<file path="src/rtl/lector_cuenta.sv">
// Widens the upstream wrapping change count into a running total with a sticky
// overflow flag, and hands out snapshots of it over a req/valid/ack handshake.
module lector_cuenta #(
  parameter int CNT_W = 5,
  parameter int ACC_W = 16
) (
  input  logic             clk,
  input  logic             reset,
  input  logic [CNT_W-1:0] cuenta_in,
  input  logic             clear,
  input  logic             req,
  input  logic             ack,
  output logic [ACC_W-1:0] total_out,
  output logic             ovf_out,
  output logic             valid
);

  // state   | meaning
  // ST_IDLE | no snapshot held; req captures one
  // ST_HOLD | snapshot frozen on total_out/ovf_out; ack releases it
  typedef enum logic {ST_IDLE, ST_HOLD} state_t;

  state_t           r_state;
  logic [CNT_W-1:0] r_prev;
  logic [ACC_W-1:0] r_acc;
  logic             r_ovf;
  logic [ACC_W-1:0] r_total;
  logic             r_ovf_snap;
  logic             r_valid;

  logic [CNT_W-1:0] w_delta;
  logic [ACC_W:0]   w_sum;
  logic             w_carry;

  // Modular subtraction absorbs the upstream 31->0 wrap.
  assign w_delta = cuenta_in - r_prev;
  assign w_sum   = {1'b0, r_acc} + {{(ACC_W + 1 - CNT_W){1'b0}}, w_delta};
  assign w_carry = w_sum[ACC_W];

  always_ff @(posedge clk or negedge reset) begin
    if (!reset) begin
      r_prev <= '0;
      r_acc  <= '0;
      r_ovf  <= 1'b0;
    end else begin
      r_prev <= cuenta_in;
      if (clear) begin
        r_acc <= '0;
        r_ovf <= 1'b0;
      end else begin
        r_acc <= w_sum[ACC_W-1:0];
        r_ovf <= r_ovf | w_carry;
      end
    end
  end

  // The snapshot takes the pre-clear sum, so a same-cycle clear never hides it.
  always_ff @(posedge clk or negedge reset) begin
    if (!reset) begin
      r_state    <= ST_IDLE;
      r_total    <= '0;
      r_ovf_snap <= 1'b0;
      r_valid    <= 1'b0;
    end else begin
      case (r_state)
        ST_IDLE: begin
          if (req) begin
            r_total    <= w_sum[ACC_W-1:0];
            r_ovf_snap <= r_ovf | w_carry;
            r_valid    <= 1'b1;
            r_state    <= ST_HOLD;
          end
        end
        ST_HOLD: begin
          if (ack) begin
            r_valid <= 1'b0;
            r_state <= ST_IDLE;
          end
        end
        default: begin
          r_valid <= 1'b0;
          r_state <= ST_IDLE;
        end
      endcase
    end
  end

  assign total_out = r_total;
  assign ovf_out   = r_ovf_snap;
  assign valid     = r_valid;

endmodule

</file>
<file path="config.mk">
export PLATFORM = sky130hd
export DESIGN_NAME = lector_cuenta
export DESIGN_NICKNAME = d
export VERILOG_FILES = /design/src/rtl/lector_cuenta.sv
export SDC_FILE = /design/constraint.sdc
export NUM_CORES = 1
export LEC_CHECK = 0
export ABC_AREA = 1
export CAP_MARGIN = 20
export CORE_MARGIN = 5
export CORE_UTILIZATION = 59
export DETAILED_ROUTE_END_ITERATION = 8
export PLACE_DENSITY = 0.9
export SYNTH_ARGS = -nofsm -noshare
export SYNTH_HDL_FRONTEND = slang
export SYNTH_SLANG_ARGS = --single-unit
</file>
<file path="constraint.sdc">
create_clock -name clk -period 3.2 [get_ports clk]
set_input_delay 0.32 -clock clk [delete_from_list [all_inputs] [get_ports clk]]
set_output_delay 0.32 -clock clk [all_outputs]
set_load 0.02 [all_outputs]
</file>
---- Word level (Yosys, flattened, before mapping) ----
Cells that the tools add are included.
operators by class
  add/subtract/negate cells ............... 2
  multipliers ............................. 0
  div/mod/pow operators ................... 0
  magnitude comparators ................... 0
  eq/ne operators ......................... 2
  shift operators ......................... 0
  mux-type cells .......................... 8
  bitwise operators ....................... 2
  reduce and logical (&&, ||, !) cells .... 2
operators with widths
  cell                                           count
  adder 16 x 5 -> 17 bit                         1
  2-to-1 mux 16 bit                              1
  2-to-1 mux 1 bit                               5
  subtractor 5 bit                               1
  inequality test 2 bit (second input constant)  2
  case mux 1 bit (2 select lines)                2
  AND reduction 2 bit                            2
  inverter 1 bit                                 1
  bitwise OR 1 bit                               1
storage, ports and cells
  flip-flop bits (word level) ............. 41
  latch bits .............................. 0
  RAM bits ................................ 0
  bits in read-only memories .............. 0
  bits of input ports ..................... 10
  output and inout bits ................... 18
  logic and storage cells ................. 23
  memories ................................ 0

---- Longest topological paths before layout ----
  word-level depth ........................ 4
  mapped depth ............................ 16
  mapped depth without buffers ............ 16

---- Least setup slack after synthesis ----
No wires, ideal clock.
  path type ............................... input to register
  from .................................... input cuenta_in[0]
  to ...................................... register r_acc[15]
  library setup time ...................... 128 ps
  data arrival time ....................... 2144 ps
  data required time ...................... 3072 ps
  setup slack ............................. 928 ps
  cell stages on the path ................. 16
  buffers on the path ..................... 0
  cell sequence ........................... inv_1 -> ha_1 -> inv_1 -> fa_1 -> nand3_1 -> nand2_1 -> xor2_1 -> ha_1 -> a21oi_2 -> inv_2 -> nand2_2 -> nand2_2 -> nand2_1 -> nand2_1 -> nand2_1 -> nor2_2
between the ends
  longest elaborated chain between the ends .. 3
ends and longest elaborated chain
  item                    RTL line  text
  start, declared         9         input logic [CNT_W-1:0] cuenta_in,
  subtractor 5 bit        36        assign w_delta = cuenta_in - r_prev;
  adder 16 x 5 -> 17 bit  37        assign w_sum = {1'b0, r_acc} + {{(ACC_W + 1 - CNT_W){1'b0}}, w_delta};
  2-to-1 mux 16 bit       47        if (clear) begin
  end signal, assigned    51        r_acc <= w_sum[ACC_W-1:0];
  end, declared           25        logic [ACC_W-1:0] r_acc;
Every way passes these cells.
A chain may end at the register's enable or synchronous reset.

---- Final worst setup path ----
  from .................................... input cuenta_in[0]
  to ...................................... register r_ovf_snap (netlist: ovf_out)
between the ends
  longest elaborated chain between the ends .. 3
ends and longest elaborated chain
  item                    RTL line  text
  subtractor 5 bit        36
  adder 16 x 5 -> 17 bit  37
  bitwise OR 1 bit        69        r_ovf_snap <= r_ovf | w_carry;
  end signal, assigned    69
  end, declared           28        logic r_ovf_snap;
Every way passes these cells.

==> results.sh <==
export IMPL_path_clk_slew_ps=120
export IMPL_grt_pass1_vias=1553
export IMPL_synth_most_common_cell="nand2_1"
export IMPL_report_final_setup_viol=0
export IMPL_io_pins=28
export IMPL_nNetsFinal=300
export IMPL_p_int_w=0.000896
export IMPL_hold_violations=0
export IMPL_period_needed_ps=2530
export IMPL_grt_pass1_wl_um=6880
export IMPL_syn_area_um2=2110
export IMPL_p_sw_share_pct=38.0
export IMPL_yosys_area_top_type="dfrtp_1"
export IMPL_grt_start_max_net_pins=42
export IMPL_postSynth_asyncResetShare_pct=100
export IMPL_diodes=0
export IMPL_start_util_pct=62.3
export IMPL_clk_path_buf_depth=2
export IMPL_ys_seq_elements=41
export IMPL_viasPerCell=5.10
export IMPL_core_um2=3390
export IMPL_synth_distinct_cells=25
export IMPL_place_congestion=0.885
export IMPL_syn_to_final_growth_pct=17.3
export IMPL_slew_violations=0
export IMPL_syn_area_per_cell_um2=8.49
export IMPL_fmax_mhz=395
export IMPL_insertion_delay_ps=360
export IMPL_dp_slack_ps=322
export IMPL_cap_violations=0
export IMPL_fin_skew_ps=8.94
export IMPL_fin_area_um2=2480
export IMPL_fin_setup_tns_ps=0
export IMPL_num_vias=1661
export IMPL_synthTopCellsByCount="79 x nand2_1, 41 x dfrtp_1, 23 x nand3_1, 21 x inv_1, 18 x nor2_1"
export IMPL_worst_setup_path_start_kind="primary input"
export IMPL_power_switching_w=0.000550
export IMPL_clock_sinks=41
export IMPL_powerDensity_nw_per_um2=584
export IMPL_drive_gt1_share_pct=11.4
export IMPL_synth_flop_cell="dfrtp_1"
export IMPL_synth_edf_count=0
export IMPL_fillCellCount=262
export IMPL_fp_row_count=21
export IMPL_clockRootBuffer="clkbuf_4"
export IMPL_leakage_nw=1.23
export IMPL_critPathMaxFanout=4
export IMPL_tightestPinTransition_ps=851
export IMPL_cts_htree_levels=2
export IMPL_cp_arrival_ps=2830
export IMPL_status="finished, final reports clean"
export IMPL_ant_nets=0
export IMPL_ir_drop_uv=537
export IMPL_hp_class="primary input to async pin"
export IMPL_synth_nets=270
export IMPL_grt_setup_unrepaired="false"
export IMPL_cts_setup_buffers=0
export IMPL_combPwrFrac_pct=38.0
export IMPL_endpoint_kind="flip-flop"
export IMPL_gr_total_overflow=0
export IMPL_slew_headroom_pct=43.3
export IMPL_grt_util_all_layers_pct=17.7
export IMPL_drc=0
export IMPL_chipWidth_um=69.9
export IMPL_die_y_um=69.9
export IMPL_fin_total_pwr_w=0.00145
export IMPL_routedWlPerCell_um=12.4
export IMPL_dieArea_um2=4880
export IMPL_cts_resized=0
export IMPL_cts_made_buffers=5
export IMPL_required_ps=3500
export IMPL_cts_tree="done"
export IMPL_drt_iter0_drc=114
export IMPL_place_area_um2=2420
export IMPL_ys_warn_count=0
export IMPL_netlist_area_leader_share_pct=48.5
export IMPL_antenna_found_initial=0
export IMPL_cts_hold_buffers=0
export IMPL_seqPwrFrac_pct=44.4
export IMPL_port_buffers=27
export IMPL_synthCells=249
export IMPL_wirelength_um=4050
export IMPL_ys_seq_area_share_pct=48.5
export IMPL_firstDrtPassIters=4
export IMPL_fin_util_pct=73.1
export IMPL_fin_ws_ps=672
export IMPL_r2r_setup_slack_ps=760
export IMPL_worstSetupPathType="primary input to flip-flop"
export IMPL_dp_hpwl_um=3010
export IMPL_min_period_over_period_pct=79.0
export IMPL_synthTopCellsByArea="dfrtp_1 49%, nand2_1 14%, nand3_1 5.4%"
export IMPL_clkPwrFrac_pct=17.6
## power groups by stage
stage	logic [W]	registers [W]	clock network, W
6_report	0.000550	0.000642	0.000254
5_1_grt	0.000608	0.000652	0.000278
4_1_cts	0.000550	0.000642	0.000260
3_5_place_dp	0.000541	0.000651	0
3_3_place_gp	0.000526	0.000648	0
2_1_floorplan	0.000309	0.000695	0
## worst max-delay path, cell delays in order
cell and delay [ps]:
clkdlybuf4s50_1 410, inv_1 60, ha_1 130, inv_1 60, fa_1 390, nand3_1 80
nand2_1 60, xor2_1 150, ha_1 380, nand2_1 110, nor2_2 140, nand3_2 90
nand2_2 110, nand3_1 110, nand2_1 90, nand2_1 50, nand2_1 80
## final cells by class
cell class	count	area [um^2]	area share (%)
multi-input cells	180	980	39.5
well taps	46	57.6	2.32
inverters	23	86.3	3.48
clock inverters	2	15.0	0.606
clock buffers	6	41.3	1.67
flip-flops and latches	41	1030	41.4
repair buffers	28	273	11.0
## metrics by stage
step,cells,hold slack (ps)
floorplan,249,24.4
detailed placement,318,448
global placement,318,436
global route,326,136
CTS,326,81.4
finish,326,56.1
## cell families after synthesis
logic type	after synthesis	share of synthesized area [%]
simple gates	149	33.0
fa+ha+maj	11	7.22
buf+inv	28	5.09
compound gates	13	3.26
xor+xnor	7	2.90
flops	41	48.5
## routing by layer
layer,global-route usage [%],up-vias,part of all wire (%),wire length [um]
met5,0,-,0,0
met4,9.36,0,2.3,92
met3,3.87,10,4.2,169
met2,26.8,34,46,1860
met1,23.8,771,48,1930
li1,-,846,-,-
## state kept, by name, indices dropped and copies added, names as in the netlist
name and cells:
valid 1, r_acc 16, r_ovf 1, r_state 1, ovf_out 1, total_out 16
r_prev 5
## worst paths after layout
check,start,endpoint,depth (start not counted)
max in group asynchronous,reset,r_acc[12],1
max reg2reg,r_prev[0],ovf_out,15
max,cuenta_in[0],ovf_out,17
min in group clk,cuenta_in[0],r_prev[0],1
min reg2reg,r_state,valid,1
min,reset,total_out[2],1
## layout by cell type, fill, tap and decap left out, types with 2 or more instances in the layout
master,synthesis,layout
nand2_1,79,79
dfrtp_1,41,41
clkdlybuf4s50_1,0,26
nand3_1,23,23
inv_1,21,21
nor2_1,18,18
ha_1,9,9
nand2_2,8,8
nor2_2,6,6
nand3b_1,6,6
xor2_1,5,5
o21ai_0,5,5
clkbuf_4,0,5
a21oi_1,4,4
nor2_4,3,3
o21ai_1,3,3
xnor2_1,2,2
nand3_2,2,2
inv_2,2,2
fa_1,2,2
clkinvlp_4,0,2
Note: power is estimated with default switching activity, not from simulation.
